==> src/rtl/dmem_arbiter.sv <==
// rtl/dmem_arbiter.sv - two-port round-robin arbiter in front of a single-port 256x32 data memory
`timescale 1ns/1ps
module dmem_arbiter #(
    parameter int MAX_BURST = 4
) (
    input  logic        clk,
    input  logic        reset,
    input  logic        p0_req,
    input  logic        p0_we,
    input  logic [31:0] p0_addr,
    input  logic [31:0] p0_wdata,
    output logic        p0_gnt,
    output logic        p0_rvalid,
    output logic [31:0] p0_rdata,
    input  logic        p1_req,
    input  logic        p1_we,
    input  logic [31:0] p1_addr,
    input  logic [31:0] p1_wdata,
    output logic        p1_gnt,
    output logic        p1_rvalid,
    output logic [31:0] p1_rdata,
    output logic        p0_stall,
    output logic        mem_re,
    output logic        mem_we,
    output logic [7:0]  mem_addr,
    output logic [31:0] mem_wdata,
    input  logic [31:0] mem_rdata
);

    localparam int CW = ($clog2(MAX_BURST + 1) > 3) ? $clog2(MAX_BURST + 1) : 3;
    localparam logic [CW-1:0] MAX_CNT = CW'(MAX_BURST);

    localparam logic [1:0] IDLE = 2'd0;
    localparam logic [1:0] GNT0 = 2'd1;
    localparam logic [1:0] GNT1 = 2'd2;

    logic [1:0]    state;
    logic [1:0]    state_next;
    logic [1:0]    other_state;
    logic [CW-1:0] burst_cnt;
    logic [CW-1:0] cnt_next;
    logic [CW-1:0] cnt_inc;
    logic          last_served;
    logic          last_next;
    logic          granted;
    logic          own_req;
    logic          own_we;
    logic          other_req;
    logic [31:0]   own_addr;
    logic [31:0]   own_wdata;
    logic          access;

    // Mux the granted port onto the memory bus.
    always_comb begin
        own_req     = 1'b0;
        own_we      = 1'b0;
        own_addr    = 32'h0;
        own_wdata   = 32'h0;
        other_req   = 1'b0;
        other_state = IDLE;
        granted     = 1'b0;
        case (state)
            GNT0: begin
                granted     = 1'b1;
                own_req     = p0_req;
                own_we      = p0_we;
                own_addr    = p0_addr;
                own_wdata   = p0_wdata;
                other_req   = p1_req;
                other_state = GNT1;
            end
            GNT1: begin
                granted     = 1'b1;
                own_req     = p1_req;
                own_we      = p1_we;
                own_addr    = p1_addr;
                own_wdata   = p1_wdata;
                other_req   = p0_req;
                other_state = GNT0;
            end
            default: ;
        endcase
    end

    // Gating with reset kills a write already on the bus in the cycle reset rises.
    assign access    = granted & own_req & ~reset;
    assign mem_re    = access & ~own_we;
    assign mem_we    = access & own_we;
    assign mem_addr  = own_addr[9:2];
    assign mem_wdata = own_wdata;

    assign p0_gnt   = (state == GNT0);
    assign p1_gnt   = (state == GNT1);
    assign p0_stall = p0_req & ~p0_gnt;

    assign cnt_inc = (burst_cnt == MAX_CNT) ? burst_cnt : burst_cnt + 1'b1;

    always_comb begin
        state_next = state;
        cnt_next   = burst_cnt;
        last_next  = last_served;
        if (granted) begin
            if (access) begin
                cnt_next = cnt_inc;
            end
            if (!own_req) begin
                state_next = other_req ? other_state : IDLE;
            end else if (cnt_inc == MAX_CNT && other_req) begin
                state_next = other_state;
            end
        end else begin
            if (p0_req && p1_req) begin
                state_next = last_served ? GNT0 : GNT1;
            end else if (p0_req) begin
                state_next = GNT0;
            end else if (p1_req) begin
                state_next = GNT1;
            end
        end
        if (state_next != state) begin
            cnt_next = '0;
            if (granted) begin
                last_next = (state == GNT1);
            end
        end
    end

    always_ff @(posedge clk or posedge reset) begin
        if (reset) begin
            state       <= IDLE;
            burst_cnt   <= '0;
            last_served <= 1'b1;
        end else begin
            state       <= state_next;
            burst_cnt   <= cnt_next;
            last_served <= last_next;
        end
    end

    always_ff @(posedge clk or posedge reset) begin
        if (reset) begin
            p0_rvalid <= 1'b0;
            p1_rvalid <= 1'b0;
            p0_rdata  <= 32'h0;
            p1_rdata  <= 32'h0;
        end else begin
            p0_rvalid <= mem_re & p0_gnt;
            p1_rvalid <= mem_re & p1_gnt;
            if (mem_re && p0_gnt) begin
                p0_rdata <= mem_rdata;
            end
            if (mem_re && p1_gnt) begin
                p1_rdata <= mem_rdata;
            end
        end
    end

endmodule

==> config.mk <==
export PLATFORM = sky130hd
export DESIGN_NAME = dmem_arbiter
export DESIGN_NICKNAME = d
export VERILOG_FILES = /design/src/rtl/dmem_arbiter.sv
export SDC_FILE = /design/constraint.sdc
export NUM_CORES = 1
export LEC_CHECK = 0
export BUFFER_PORTS_ARGS = -buffer_cell sky130_fd_sc_hd__buf_2
export CORE_AREA = 2 2 109 111
export DETAILED_ROUTE_END_ITERATION = 8
export DIE_AREA = 0 0 111 113
export PLACE_DENSITY = 0.65
export RECOVER_POWER = 100
export SETUP_SLACK_MARGIN = 0.5
export SLEW_MARGIN = 5
export SYNTH_ARGS = -nofsm -noshare
export SYNTH_HDL_FRONTEND = slang
export SYNTH_SLANG_ARGS = --single-unit
==> constraint.sdc <==
create_clock -name clk -period 5.39 [get_ports clk]
set_clock_uncertainty 0.2 [all_clocks]
set_input_delay 0.8085 -clock clk [delete_from_list [all_inputs] [get_ports clk]]
set_output_delay 0.8085 -clock clk [all_outputs]
set_load 0.05 [all_outputs]
=== Yosys cells after proc, flatten, opt, wreduce, memory -nomap -nowiden ===
Index checks and enable logic that the tools add are counted.
W data, S select, Z words.

* Register bits after elaboration: 72
* Output and inout bits: 111
* Input bits: 166
* Logic and storage cells: 51

* Bitwise gates (word level): 10
* Muxes and demuxes: 19
* Equality and inequality tests: 5
* Reductions and logical operators: 9
* $add $sub $neg: 1

{| class="wikitable"
|+ Operators with widths
! operator !! number
|-
| $pmux W32 S2 || 1
|-
| $pmux W10 S2 || 1
|-
| $mux W2 || 8
|-
| $mux W3 || 4
|-
| $and A1 B1 Y1 || 7
|-
| $eq A3 B3 Y1 const B || 2
|-
| $pmux W1 S2 || 3
|-
| $logic_and A1 B1 Y1 || 4
|-
| $pmux W2 S2 || 1
|-
| $reduce_and A2 Y1 || 2
|-
| $reduce_bool A2 Y1 || 2
|-
| $add A3 B1 Y3 const B || 1
|-
| $not A1 Y1 || 3
|-
| $eq A2 B1 Y1 const B || 1
|-
| $eq A2 B2 Y1 const B || 1
|-
| $ne A2 B2 Y1 || 1
|-
| $reduce_or A2 Y1 || 1
|-
| $mux W1 || 1
|}

=== Longest topological paths before layout ===
Gate-level depths: netlist (run 1).

* Depth after elaboration: 10
* Gate-level depth with buffers: 10

=== Least setup slack after synthesis (run 1) ===
No wires, ideal clock.

* Path type: in2out
* Start: in reset
* End: out mem_we
* Stages on the path: 3
* Buffers on the path: 0
* Data arrival time: 3.240 ns
* Required time: 4.382 ns
* Path slack: 1.141 ns
* Cells stage by stage: inv_1 -> nand2_1 -> nor2_1

* Longest elaborated chain between the ends: 3

{| class="wikitable"
|+ Ends and longest elaborated chain
! element !! RTL line !! text
|-
| start, declared || 7 || <nowiki>input logic reset,</nowiki>
|-
| $not A1 Y1 || 86 || <nowiki>assign access = granted & own_req & ~reset;</nowiki>
|-
| $and A1 B1 Y1 || 86 ||
|-
| $and A1 B1 Y1 || 88 || <nowiki>assign mem_we = access & own_we;</nowiki>
|-
| end, declared || 24 || <nowiki>output logic mem_we,</nowiki>
|}

No other way between the ends.

=== Worst setup path in the final report (run 1) ===
* Start: reg state[0]
* End: reg p0_rdata[7]

* Longest elaborated chain between the ends: 7
* Elaborated cells on any way between the ends: 11

{| class="wikitable"
|+ Ends and longest elaborated chain
! element !! RTL line !! text
|-
| start, declared || 37 || <nowiki>logic [1:0] state;</nowiki>
|-
| start signal, assigned || 134 || <nowiki>state <= state_next;</nowiki>
|-
| $eq A2 B1 Y1 or $eq A2 B2 Y1 (tied branches) || 62, 92 ||
|-
| $reduce_or A2 Y1 (no source line) || -- ||
|-
| $mux W1 || 62 || <nowiki>case (state)</nowiki>
|-
| $and A1 B1 Y1 (2 in series) || 86 ||
|-
| $and A1 B1 Y1 || 87 || <nowiki>assign mem_re = access & ~own_we;</nowiki>
|-
| $logic_and A1 B1 Y1 (*) || 149 || <nowiki>if (mem_re && p0_gnt) begin</nowiki>
|-
| end signal, assigned || 150 || <nowiki>p0_rdata <= mem_rdata;</nowiki>
|-
| end, declared || 14 || <nowiki>output logic [31:0] p0_rdata,</nowiki>
|}

Every way passes the cells marked *; elsewhere a longest branch is shown, timed or not.
A chain may end at the register's enable or synchronous reset.

==> results.md, run 1 <==
STA:
- The setup TNS is 0 ps.
- The slew at the pin closest to its max-slew limit is about 1500 ps.
- The count of final max-slew check failures is 34.
- The minimum clock period is roughly 3500 ps.
- On the final layout, the worst hold slack is 300 ps.
- The ratio of final minimum period to clock period is around two thirds.
- Setup repair after global routing left no endpoint under its margin.
- Headroom to the max-slew limit came out at -1.87%.
- For this run, the top clock speed supported by timing is approximately 0.28 GHz.
- The final number of hold-violating endpoints is 0.
- Setup violations remaining at the end of the flow were counted as 0.

Route:
- The final route contains around 3300 vias.
- The detailed router finished its first iteration with 189 violations.
- The detailed-route wire length per cell is roughly 16 um.
- The total detailed-routing wirelength is around 11000 um.
- For this run, design rule violations remaining after detail routing come to 0.
- The via count normalized by instance count is just under 5.
- The detail route stage leaves a number of antenna-violating nets equal to 0.
- The number of search-and-repair iterations in the first detailed-routing pass is 4.

Logic synthesis:
- Synthesis inferred 72 register bits.
- After synthesis, the mean cell area works out to 11.6 um2.
- The largest area contributor in the netlist is dfrtp_1.
- The count of mapped cells out of synthesis is between 300 and 400.
- By instance count, the leading cell after synthesis is dfrtp_1.
- The Yosys step of the flow raised 0 warnings.
- The top-area cell type share of the netlist area is 49.9%.
- In this run, synthesis inferred 0 flip-flops with an integrated enable.
- Sequential cells were found to cover between 50 and 60% of the synthesized design area.
- The combined area of all synthesized cells is roughly 0.0036 mm2.
- Yosys attributes the largest share of cell area to dfrtp_1 50%, mux2_2 20%, a22oi_1 9.1%.
- The number of distinct library cell variants in the gate-level netlist after synthesis is 40.
- The async set-reset flop share out of synthesis is 100%.
- The flip-flop cell with the highest count after synthesis is dfrtp_1.
- The number of nets handed over by synthesis was 479.
- In the synthesized netlist, the cells that appear most often are 71 x dfrtp_1, 64 x mux2_2, 47 x nor2_1, 43 x a22oi_1, 11 x inv_1.

GRT:
- The via count of the first global-routing pass was about 3500.
- The aggregate global routing overflow is 0.
- The first global-routing pass estimated 17700 um of wire.
- The initial antenna violation count came to 3.
- The total global-route track usage is between 10% and 20%.
- Entering global routing, the biggest net connects 54 pins.

Power:
- The internal cell power is 1.71 mW.
- The net switching share of the total power is 57.1%.
- Across the VDD grid, the largest voltage drop is 0.520 mV.
- Summing internal, switching and leakage power gives ~4 mW.
- The total power density per cell area is 800 mW/mm2.
- For this design the static power due to leakage is between 2 and 2.5 nW.
- In this run the power spent charging and discharging nets is between 2 and 2.5 mW.
- The relative contribution of sequential cells to total power is between 20% and 30%.
- In this run, the combinational gates consume 61.6% of the power.
- The clock network is responsible for ~16% of the overall power.

Worst setup path:
- STA classifies the critical path endpoint as a flop.
- The largest individual stage delay along the critical path comes from the cell nand2_1.
- STA classifies the critical path startpoint as a flop.
- The largest single stage delay on the critical path is a little under 900 ps.
- Walking the worst path, the cells encountered are inv_1 -> ha_1 -> a22oi_1 -> nor2_1 -> and3_1 -> nand2_1 -> mux2_2.
- The category of the most critical setup path is flop to flop.
- STA puts the critical path data required time at 5390 ps.
- The worst-path maximum fanout is 33.
- The data arrival time of the critical path is ~3500 ps.

Floorplan:
- The die covers around 0.013 mm2.
- Once the floorplan was initialized, standard cells occupied a little under a third of the core.
- The region available for standard cell placement spans between 0.01 and 0.015 mm2.
- The height of the chip is about 110 um.
- The number of ports placed on the die boundary is between 200 and 300.
- The die width is roughly 110 um.
- The number of rows in the core area is 39.

Status:
- The final reports fail on capacitance limit, slew limit.
- The flow ran to the end, but the final reports show violations.

Final layout:
- The growth of design area from synthesis to finish is 39.9%.
- In the final layout, the share of cells above drive strength 1 is ~40%.
- The number of nets in the final layout is 700.
- The filler cell count in the final layout is roughly 1200.

Clock tree:
- The number of instances resized during post-cts repair is 0.
- The number of buffers inserted to repair setup after CTS is 0.
- CTS placed an instance of clkbuf_16 at the clock tree root.
- The clock slew seen by the registers of the worst setup and hold paths is around 60 ps.
- The quantity of hold-fixing buffers added after cts is 0.
- Counting along the longest clock path gives a buffer depth of 2.
- The H-tree was split into 3 levels.
- The number of clock sinks is 72.
- The TritonCTS clock tree is built.
- The TritonCTS buffer count is 9.
- The clock reaches the later pin of the worst-skew pair after ~330 ps.

Place:
- The number of buffers added on ports is around 230.
- The wire-length estimate of the detail-placed layout is roughly 8600 um.
- The final estimated routing congestion in global placement is between 0.9 and 1.

Hold path:
- The class of the most critical hold timing path is flop to flop.

Job:
- The number of max-capacitance violations reported is 2.
[power by group through the flow]
stage	clock (mW)	combinational (mW)	sequential (mW)
2_1_floorplan	0	1.22	1.69
3_3_place_gp	0	2.55	0.898
3_5_place_dp	0	2.57	0.915
4_1_cts	0.635	2.58	0.910
5_1_grt	0.654	2.60	0.943
6_report	0.617	2.46	0.912
[through the flow]
| step | area [um2] | std cells | setup WS (ps) | utilization [%] |
|---|---|---|---|---|
| after floorplan | 3560 | 307 | 1140 | - |
| after global placement | 4810 | 660 | 2360 | 42.7 |
| after detailed placement | 4810 | 660 | 2310 | 42.7 |
| after CTS | 5130 | 676 | 2050 | 45.5 |
| after global routing | 4980 | 678 | 1520 | 44.2 |
| final | 4980 | 679 | 1870 | 44.2 |
[state kept, by name (all words and copies together) (netlist names)]
signal and count:
burst_cnt 3, last_served 1, p0_rdata 32, p0_rvalid 1, p1_rdata 32, p1_rvalid 1, state 2
[layout make-up]
class                   instances  area (um2)  area share (%)
flip-flops and latches         72        1800            36.2
clock buffers                  12         267            5.35
clock inverters                 4        51.3            1.03
multi-input cells             202        1600            32.1
repair buffers                232        1030            20.7
diodes                          3        7.51           0.151
well taps                     143         179            3.59
inverters                      11        41.3           0.829
[cells by family (layout without fill, tap and decap cells)]
logic type               count (synthesis)  count (layout)  synth area share [%]
multiplexers                            66              66                  20.8
AND/OR/NAND/NOR                         67              67                  8.89
other                                    0               3                     0
AO/OA/AOI/OAI                           62              62                  13.3
adder cells (fa/ha/maj)                  6               6                  2.11
buffers and inverters                   33             259                  3.97
flip-flops                              72              72                  50.7
XOR/XNOR                                 1               1                 0.246
[per-layer routing]
| layer | share of wire, % | routed length (um) | vias to the layer above | global-route usage, % |
|---|---|---|---|---|
| met5 | 0 | 0 | - | 0 |
| met4 | 2.6 | 295 | 0 | 8.33 |
| met3 | 11 | 1260 | 17 | 7.61 |
| met2 | 47 | 5280 | 180 | 29.6 |
| met1 | 39 | 4350 | 1585 | 19.7 |
| li1 | - | - | 1542 | - |
[worst max-delay path: cells and delay by family (launching register included)]
| family | cells | cell delay (ps) |
|---|---|---|
| compound gates | 1 | 180 |
| fa+ha+maj | 1 | 320 |
| buf+inv | 1 | 130 |
| flops | 1 | 440 |
| mux | 1 | 640 |
| simple gates | 3 | 1480 |
[cells in the final DEF, fill, tap and decap left out, drive strengths merged, types with 2 or more instances in the layout]
| cell type | n |
|---|---|
| nand2 | 6 |
| buf | 120 |
| mux2 | 65 |
| clkinv | 2 |
| a22oi | 43 |
| o211ai | 2 |
| inv | 11 |
| nand3 | 2 |
| a31oi | 3 |
| diode | 3 |
| nor2 | 48 |
| dfrtp | 71 |
| nor3 | 3 |
| clkbuf | 124 |
| ha | 6 |
| a21oi | 8 |
[worst paths after layout]
kind,slack (ps),to,cells past startpoint,start
hold / removal,300,p0_rdata[8]$_DFFE_PP0P_,1,p0_rdata[8]$_DFFE_PP0P_
hold reg to reg,300,p0_rdata[8]$_DFFE_PP0P_,1,p0_rdata[8]$_DFFE_PP0P_
setup reg to reg,1870,p0_rdata[7]$_DFFE_PP0P_,7,state[0]$_DFF_PP0_
max in group asynchronous,3390,burst_cnt[2]$_DFFE_PP0P_,3,reset
min in group asynchronous,430,state[1]$_DFF_PP0_,2,reset
setup / recovery,1870,p0_rdata[7]$_DFFE_PP0P_,7,state[0]$_DFF_PP0_
Power figures use the tool's default switching activity.
==> run 2: changes to the inputs <==
ABC_AREA = 1   (was unset)
PLACE_DENSITY = 0.67   (was 0.65)
clock period = 3.5 ns   (was 5.39 ns; I/O delays follow)
==> run 2 against run 1 <==
The run still ends with capacitance limit, slew limit left. Cell area increased by 2.5%. Critical path depth is 2 lower. Synthesized cell count rose by 52%. Power rose by 41%. Clock power rose by 28%. Final cell count grew 23%. Area after synthesis increased by 7.0%. Sequential cell count unchanged. Sequential share of layout area is 0.88 points lower. Core utilization increased by 1.1 points. Setup slack worse by 1400 ps.
==> results.md, run 2 <==
Place:
- The cell count after placement is 816 (was 660).
- The final estimated routing congestion in global placement is 0.941 (was 0.965).
- The HPWL reported at the end of detailed placement is 9260 um (was 8590 um).
- The number of buffers added on ports is 228 (unchanged).
- The standard cell area after detailed placement is 0.00516 mm2 (was 0.00481 mm2).

Status:
- Run status: complete, but fails checks (unchanged).
- Violations in the final reports: capacitance limit, slew limit (unchanged).

Floorplan:
- The starting utilization of the core area is 33.8% (was 31.6%).
- The die width is 111 um (unchanged).
- The area of the placeable core is 0.0113 mm2 (unchanged).
- The number of rows in the core area is 39 (unchanged).
- The number of ports placed on the die boundary is 277 (unchanged).
- The area of the die is 0.0125 mm2 (unchanged).
- The height of the chip is 113 um (unchanged).

Clock tree:
- The number of instances resized during post-cts repair is 0 (unchanged).
- The later-pin clock latency in the skew report came to 320 ps (was 330 ps).
- The quantity of hold-fixing buffers added after cts came to 0 (unchanged).
- The number of clock sinks came to 72 (unchanged).
- The clock slew seen by the registers of the worst setup and hold paths is 50 ps (was 60 ps).
- The number of H-tree levels was 3 (unchanged).
- The TritonCTS buffer count came to 9 (unchanged).
- The number of buffers inserted to repair setup after CTS came to 0 (unchanged).
- The clock root buffer is clkbuf_16 (unchanged).
- The buffer levels on the longest clock path is 2 (unchanged).
- The TritonCTS clock tree was built (unchanged).

GRT:
- The via count of the first global-routing pass was 3736 (was 3527).
- The total global-route track usage was 19.2% (was 17.8%).
- The aggregate global routing overflow came to 0 (unchanged).
- The global-route wire length before repair was 19200 um (was 17700 um).
- The initial antenna violation count is 2 (was 3).
- The maximum number of pins on one net before global-route repair came to 73 (was 54).

STA:
- The achievable frequency is 0.328 GHz.
- The minimum clock period is between 3000 and 4000 ps.
- The setup TNS came to 0 ps (unchanged).
- The headroom to the max-slew limit is -19.8% (was -1.87%).
- The total of endpoints with negative setup slack in the final report is 0 (unchanged).
- The ratio of final minimum period to clock period is around 87%.
- The count of final max-slew check failures came to 73 (was 34).
- The final number of hold-violating endpoints was 0 (unchanged).
- Setup repair after global routing missed its margin: false (unchanged).
- The slew at the pin closest to its max-slew limit is 1800 ps (was 1520 ps).
- The worst hold margin came to 257 ps (was 300 ps).

Logic synthesis:
- The mean instance size in the synthesized netlist was 8.14 um2 (was 11.6 um2).
- The async set-reset flop share out of synthesis came to 100% (unchanged).
- The count of mapped cells out of synthesis is 468 (was 307).
- The total number of yosys warnings is 0 (unchanged).
- Ranking of synthesized cells by instance count: 172 x nand2_1, 71 x dfrtp_1, 50 x inv_1, 46 x o21ai_2, 44 x a21oi_1 (was 71 x dfrtp_1, 64 x mux2_2, 47 x nor2_1, 43 x a22oi_1, 11 x inv_1).
- The count of flip-flops with a built-in enable after synthesis came to 0 (unchanged).
- The combined area of all synthesized cells was 0.00381 mm2 (was 0.00356 mm2).
- The net count of the mapped netlist was 640 (was 479).
- The largest area contributor in the netlist is dfrtp_1 (unchanged).
- Largest cells by area after synthesis: dfrtp_1 47%, nand2_1 17%, o21ai_2 11% (was dfrtp_1 50%, mux2_2 20%, a22oi_1 9.1%).
- The top-area cell type share of the netlist area is 46.6% (was 49.9%).
- The most repeated cell in the gate-level netlist after synthesis is nand2_1 (was dfrtp_1).
- The flip-flop cell with the highest count after synthesis is dfrtp_1 (unchanged).
- The synthesized flop and latch total is 72 (unchanged).
- The fraction of the yosys area taken by sequential cells is 47.3% (was 50.7%).
- The number of distinct library cell variants in the gate-level netlist after synthesis was 24 (was 40).

Power:
- The leakage power summed over all cells came to 2.52 nW (was 2.39 nW).
- The worst voltage drop across the vdd grid is 0.506 mV (was 0.520 mV).
- The total power draw is 5.62 mW (was 3.98 mW).
- The total power density per cell area was 1100 mW/mm2 (was 800 mW/mm2).

Worst setup path:
- The category of the most critical setup path is flop to output pin (was flop to flop).
- The startpoint class of the critical path is a flop (unchanged).
- The critical-path cell with the highest stage delay is clkbuf_1 (was nand2_1).
- The data arrival time of the critical path is 2330 ps (was 3530 ps).
- The critical path data required time is 2770 ps (was 5390 ps).
- The endpoint class of the critical path is an output pin (was flop).
- Ordered list of cells on the worst path: inv_1 -> ha_1 -> buf_6 -> a21oi_2 -> clkbuf_1 (was inv_1 -> ha_1 -> a22oi_1 -> nor2_1 -> and3_1 -> nand2_1 -> mux2_2).
- The critical path's largest stage delay is 540 ps (was 890 ps).
- The worst-path maximum fanout came to 36 (was 33).

Final layout:
- The most frequent standard cell in the layout excluding fill and tap cells is nand2_1 (was buf_2).
- The fraction of layout cells with a size suffix above 1 is 27.8% (was 39.2%).
- Biggest regs: p0_rdata: 32 flops, p1_rdata: 32 flops, burst_cnt: 3 flops (unchanged).
- The growth of design area from synthesis to finish is 34.0% (was 39.9%).
- The number of nets in the final layout is 856 (was 700).
- Top library cells by usage in the layout, fill and taps aside: 171 x nand2_1, 118 x buf_2, 111 x clkbuf_1, 71 x dfrtp_1, 62 x o21ai_0 (was 116 x buf_2, 112 x clkbuf_1, 71 x dfrtp_1, 64 x mux2_2, 48 x nor2_1).
- The non-filler instance count after layout is 832 (was 679).
- The final standard cell area without fillers came to 0.00510 mm2 (was 0.00498 mm2).

Route:
- The via count normalized by instance count was 4.60 (was 4.90).
- The post-detailed-route count of antenna-violating nets came to 0 (unchanged).
- The number of search-and-repair iterations in the first detailed-routing pass came to 5 (was 4).
- The via count is 3829 (was 3324).
- The total detailed-routing wirelength is 12000 um (was 11200 um).
- The DRC violation total after the first TritonRoute iteration was 228 (was 189).
- The remaining design rule violation count was 0 (unchanged).
- The detailed-route wire length per cell is 14.4 um (was 16.5 um).

Job:
- The number of max-capacitance violations reported is 1 (was 2).

Hold path:
- The class of the most critical hold timing path was primary input to flop (was flop to flop).
run 2: final timing paths:
| check | startpoint | end | slack (ps) | depth (start not counted) |
|---|---|---|---|---|
| worst max-delay path | state[0]$_DFF_PP0_ | mem_wdata[19] | 450 | 5 |
| max in group asynchronous | reset | p0_rdata[2]$_DFFE_PP0P_ | 1310 | 3 |
| worst min register to register | last_served$_DFFE_PP1P_ | last_served$_DFFE_PP1P_ | 260 | 2 |
| worst min-delay path | mem_rdata[18] | p0_rdata[18]$_DFFE_PP0P_ | 260 | 3 |
| worst max register to register | state[0]$_DFF_PP0_ | p0_rdata[31]$_DFFE_PP0P_ | 620 | 9 |
| min in group asynchronous | reset | p0_rdata[26]$_DFFE_PP0P_ | 750 | 3 |
run 2: logic make-up (layout without fill, tap and decap cells):
family | Yosys count | after routing | synth area share [%]
adder cells (fa/ha/maj) | 6 | 6 | 1.97
flip-flops | 72 | 72 | 47.3
AO/OA/AOI/OAI | 116 | 116 | 20.0
AND/OR/NAND/NOR | 193 | 193 | 20.2
other | 0 | 1 | 0
buffers and inverters | 81 | 301 | 10.5
run 2: worst max-delay path: cells and delay by family (launching register included):
kind | cells | cell delay (ps)
flops | 1 | 400
buf+inv | 3 | 960
fa+ha+maj | 1 | 490
compound gates | 1 | 140
run 2: layout make-up:
class,instances,area (um2)
tap,143,179
timing repair buffer,234,1080
antenna,1,2.50
fill,1209,6170
clock inverter,4,22.5
inverter,52,196
multi-input combinational,315,1590
sequential,72,1800
clock buffer,11,233
run 2: report_power, final:
| group | internal (mW) | switching [mW] |
|---|---|---|
| combinational | 0.655 | 2.86 |
| sequential | 1.14 | 0.175 |
| clock | 0.471 | 0.321 |
| total | 2.26 | 3.36 |
run 2: routing by layer:
metal,track usage [%],share of wire [%],vias to the layer above
met5,0,0,-
met4,6.33,1.5,0
met3,6.05,8.6,13
met2,32.5,48,181
met1,23.3,42,1729
li1,-,-,1906
run 2: metrics by stage:
stage               utilization, %  worst slack (ps)
CTS                           48.0               581
floorplan                        -               618
detailed placement            45.8               940
global placement              45.8               968
finish                        45.3               449
global route                  45.3               301
==> run 3: changes to the inputs <==
CAP_MARGIN = 15   (was unset)
CORE_AREA = 2 2 108 110   (was 2 2 109 111)
DIE_AREA = 0 0 110 112   (was 0 0 111 113)
PLACE_DENSITY = 0.71   (was 0.67)
clock period = 2.6 ns   (was 3.5 ns; I/O delays follow)
==> run 3 against run 2 <==
The run still ends with capacitance limit, slew limit left. Global-route usage rose by 4.7 points. First-iteration DRC count rose by 9.2%. Count of clock-buffer cells in the layout fell by 1. Setup slack got worse by 360 ps. Largest cell class is now multi-input gates. Clock power rose by 57%.
==> results.md, run 3 (synthesis gave the netlist of run 2 again) <==
Status:
- Run status: complete, but fails checks (unchanged).
- Violations in the final reports: capacitance limit, slew limit (unchanged).

GRT:
- The via count of the first global-routing pass is 4436 (was 3736).
- The global-route wire length before repair came to 22300 um (was 19200 um).
- The total global-route track usage is 23.9% (was 19.2%).
- The maximum number of pins on one net before global-route repair was 73 (unchanged).
- The aggregate global routing overflow is 0 (unchanged).
- The initial antenna violation count is 0 (was 2).

Power:
- The worst voltage drop across the vdd grid is 1.18 mV (was 0.506 mV).
- The total power draw is 10.6 mW (was 5.62 mW).
- The total power density per cell area came to 1430 mW/mm2 (was 1100 mW/mm2).
- The leakage power summed over all cells came to 3.44 nW (was 2.52 nW).

Job:
- The number of max-capacitance violations reported is 1 (unchanged).

STA:
- The routed design could run at a clock period as short as 2510 ps.
- The headroom to the max-slew limit is -20.1% (was -19.8%).
- The slew at the pin closest to its max-slew limit is 1800 ps (about the same).
- The post-route worst setup slack was 91.6 ps (was 449 ps).
- Setup repair after global routing missed its margin: true (was false).
- Dividing the final minimum period by the clock period gives between 90% and 100%.
- The final number of hold-violating endpoints is 0 (unchanged).
- The achievable frequency is ~0.40 GHz.
- The total of endpoints with negative setup slack in the final report is 0 (unchanged).
- The count of final max-slew check failures came to 73 (unchanged).

Route:
- The detailed-route wire length per cell was 19.2 um (was 14.4 um).
- The via count normalized by instance count is 5.01 (was 4.60).
- The post-detailed-route count of antenna-violating nets was 0 (unchanged).
- The DRC violation total after the first TritonRoute iteration is 249 (was 228).
- The via count is 4456 (was 3829).
- The total detailed-routing wirelength is 17100 um (was 12000 um).
- The number of search-and-repair iterations in the first detailed-routing pass is 4 (was 5).
- The remaining design rule violation count was 0 (unchanged).

Clock tree:
- The number of H-tree levels is 3 (unchanged).
- The quantity of hold-fixing buffers added after cts came to 0 (unchanged).
- The clock slew seen by the registers of the worst setup and hold paths was 60 ps (was 50 ps).
- The TritonCTS buffer count is 9 (unchanged).
- The later-pin clock latency in the skew report is 330 ps (was 320 ps).
- The number of clock sinks is 72 (unchanged).
- The clock root buffer is clkbuf_16 (unchanged).
- The TritonCTS clock tree is built (unchanged).
- The buffer levels on the longest clock path is 2 (unchanged).

Floorplan:
- The area of the placeable core is 0.0112 mm2 (was 0.0113 mm2).
- The area of the die is 0.0123 mm2 (was 0.0125 mm2).
- The number of ports placed on the die boundary came to 277 (unchanged).
- The height of the chip was 112 um (was 113 um).
- The starting utilization of the core area is 34.1% (was 33.8%).
- The number of rows in the core area is 39 (unchanged).
- The die width is 110 um (was 111 um).

Worst setup path:
- The critical path's largest stage delay came to 460 ps (was 540 ps).
- The category of the most critical setup path is flop to output pin (unchanged).
- The startpoint class of the critical path is a flop (unchanged).
- In this design, the critical path's most frequently occurring cell is buf_12.
- The endpoint class of the critical path is an output pin (unchanged).
- The critical-path cell with the highest stage delay was dfrtp_1 (was clkbuf_1).
- The worst-path maximum fanout is 6 (was 36).
- Ordered list of cells on the worst path: inv_2 -> ha_4 -> buf_12 -> buf_12 -> nand2_2 -> a21oi_4 -> clkbuf_2 (was inv_1 -> ha_1 -> buf_6 -> a21oi_2 -> clkbuf_1).
- The critical path data required time is 2010 ps (was 2770 ps).
- The data arrival time of the critical path is 1920 ps (was 2330 ps).

Final layout:
- The growth of design area from synthesis to finish was 95.0% (was 34.0%).
- The most frequent standard cell in the layout excluding fill and tap cells is buf_2 (was nand2_1).
- The count of inserted antenna diode cells is 0 (was 1).
- The number of nets in the final layout is 913 (was 856).
- The area used by multi-input combinational logic came to 0.00280 mm2 (was 0.00159 mm2).
- The fraction of layout cells with a size suffix above 1 came to 62.6% (was 27.8%).
- Biggest regs: p0_rdata: 32 flops, p1_rdata: 32 flops, burst_cnt: 3 flops (unchanged).
- The filler cell count in the final layout came to 844 (was 1209).
- The sequential standard cell area is 0.00180 mm2 (about the same).
- Top library cells by usage in the layout, fill and taps aside: 118 x buf_2, 70 x dfrtp_1, 69 x nand2_1, 67 x clkbuf_1, 59 x nand2_4 (was 171 x nand2_1, 118 x buf_2, 111 x clkbuf_1, 71 x dfrtp_1, 62 x o21ai_0).

Place:
- The worst setup timing slack at the placement stage is 198 ps (was 940 ps).
- The number of buffers added on ports is 228 (unchanged).
- The final estimated routing congestion in global placement is 0.809 (was 0.941).
- The HPWL reported at the end of detailed placement came to 8410 um (was 9260 um).

Hold path:
- The class of the most critical hold timing path is primary input to flop (unchanged).
[run 3: cell types whose count changed in the layout (fill, tap and decap cells not counted), moves of 42 or more]
cell,change
clkbuf_1,-44
nand2_1,-102
nand2_2,+42
nand2_4,+58
o21ai_0,-58
o21ai_2,+55
[run 3: timing repair]
item                       in CTS  in global routing
gates cloned                   18                  6
setup endpoints to repair     115                116
buffers inserted               21                  9
pin swaps                       7                 31
gates resized for setup       151                213
[run 3: worst max-delay path, delay by kind of cell, from the launching register on]
family / cells / cell delay (ps)
flops: 1 / 460
simple gates: 1 / 100
compound gates: 1 / 160
fa+ha+maj: 1 / 160
buf+inv: 4 / 690
[run 3: per-layer routing]
layer	global-route usage (%)	wire length (um)	vias up
li1	-	-	2033
met1	27.2	6290	2164
met2	43.3	9120	220
met3	5.68	1180	39
met4	7.17	483	0
met5	0	0	-
[run 3: cell type report]
class,instances,share of cell area (%)
repair buffers,289,28.9
clock inverters,6,0.792
clock buffers,10,3.22
well taps,143,2.41
inverters,52,2.78
flip-flops and latches,72,24.3
multi-input cells,317,37.6
[run 3: path summary, 6_finish.rpt]
path	end	slack [ps]	from	depth (start not counted)
worst max register to register	last_served$_DFFE_PP1P_	130	state[1]$_DFF_PP0_	18
min in group asynchronous	state[0]$_DFF_PP0_	550	reset	3
max in group asynchronous	state[0]$_DFF_PP0_	490	reset	3
worst min register to register	p1_rdata[23]$_DFFE_PP0P_	280	p1_rdata[23]$_DFFE_PP0P_	2
worst min-delay path	p1_rdata[19]$_DFFE_PP0P_	130	mem_rdata[19]	3
worst max-delay path	mem_wdata[21]	90	state[1]$_DFF_PP0_	7
[run 3: power by group]
| group | total, mW | internal, mW | switching (mW) |
|---|---|---|---|
| clock network | 1.24 | 0.763 | 0.472 |
| registers | 1.93 | 1.53 | 0.392 |
| logic | 7.47 | 2.49 | 4.97 |
| total | 10.6 | 4.79 | 5.84 |
[run 3: through the flow]
| stage | std cells | hold slack [ps] | cell area [um2] | utilization (%) | setup TNS (ps) |
|---|---|---|---|---|---|
| after floorplan | 468 | 240 | 4370 | - | -3260 |
| after global placement | 819 | 253 | 5510 | 49.3 | 0 |
| after detailed placement | 819 | 261 | 5510 | 49.3 | 0 |
| after CTS | 874 | 115 | 6930 | 62.0 | 0 |
| after global routing | 889 | 128 | 7430 | 66.5 | -45.5 |
| final | 889 | 129 | 7430 | 66.5 | 0 |
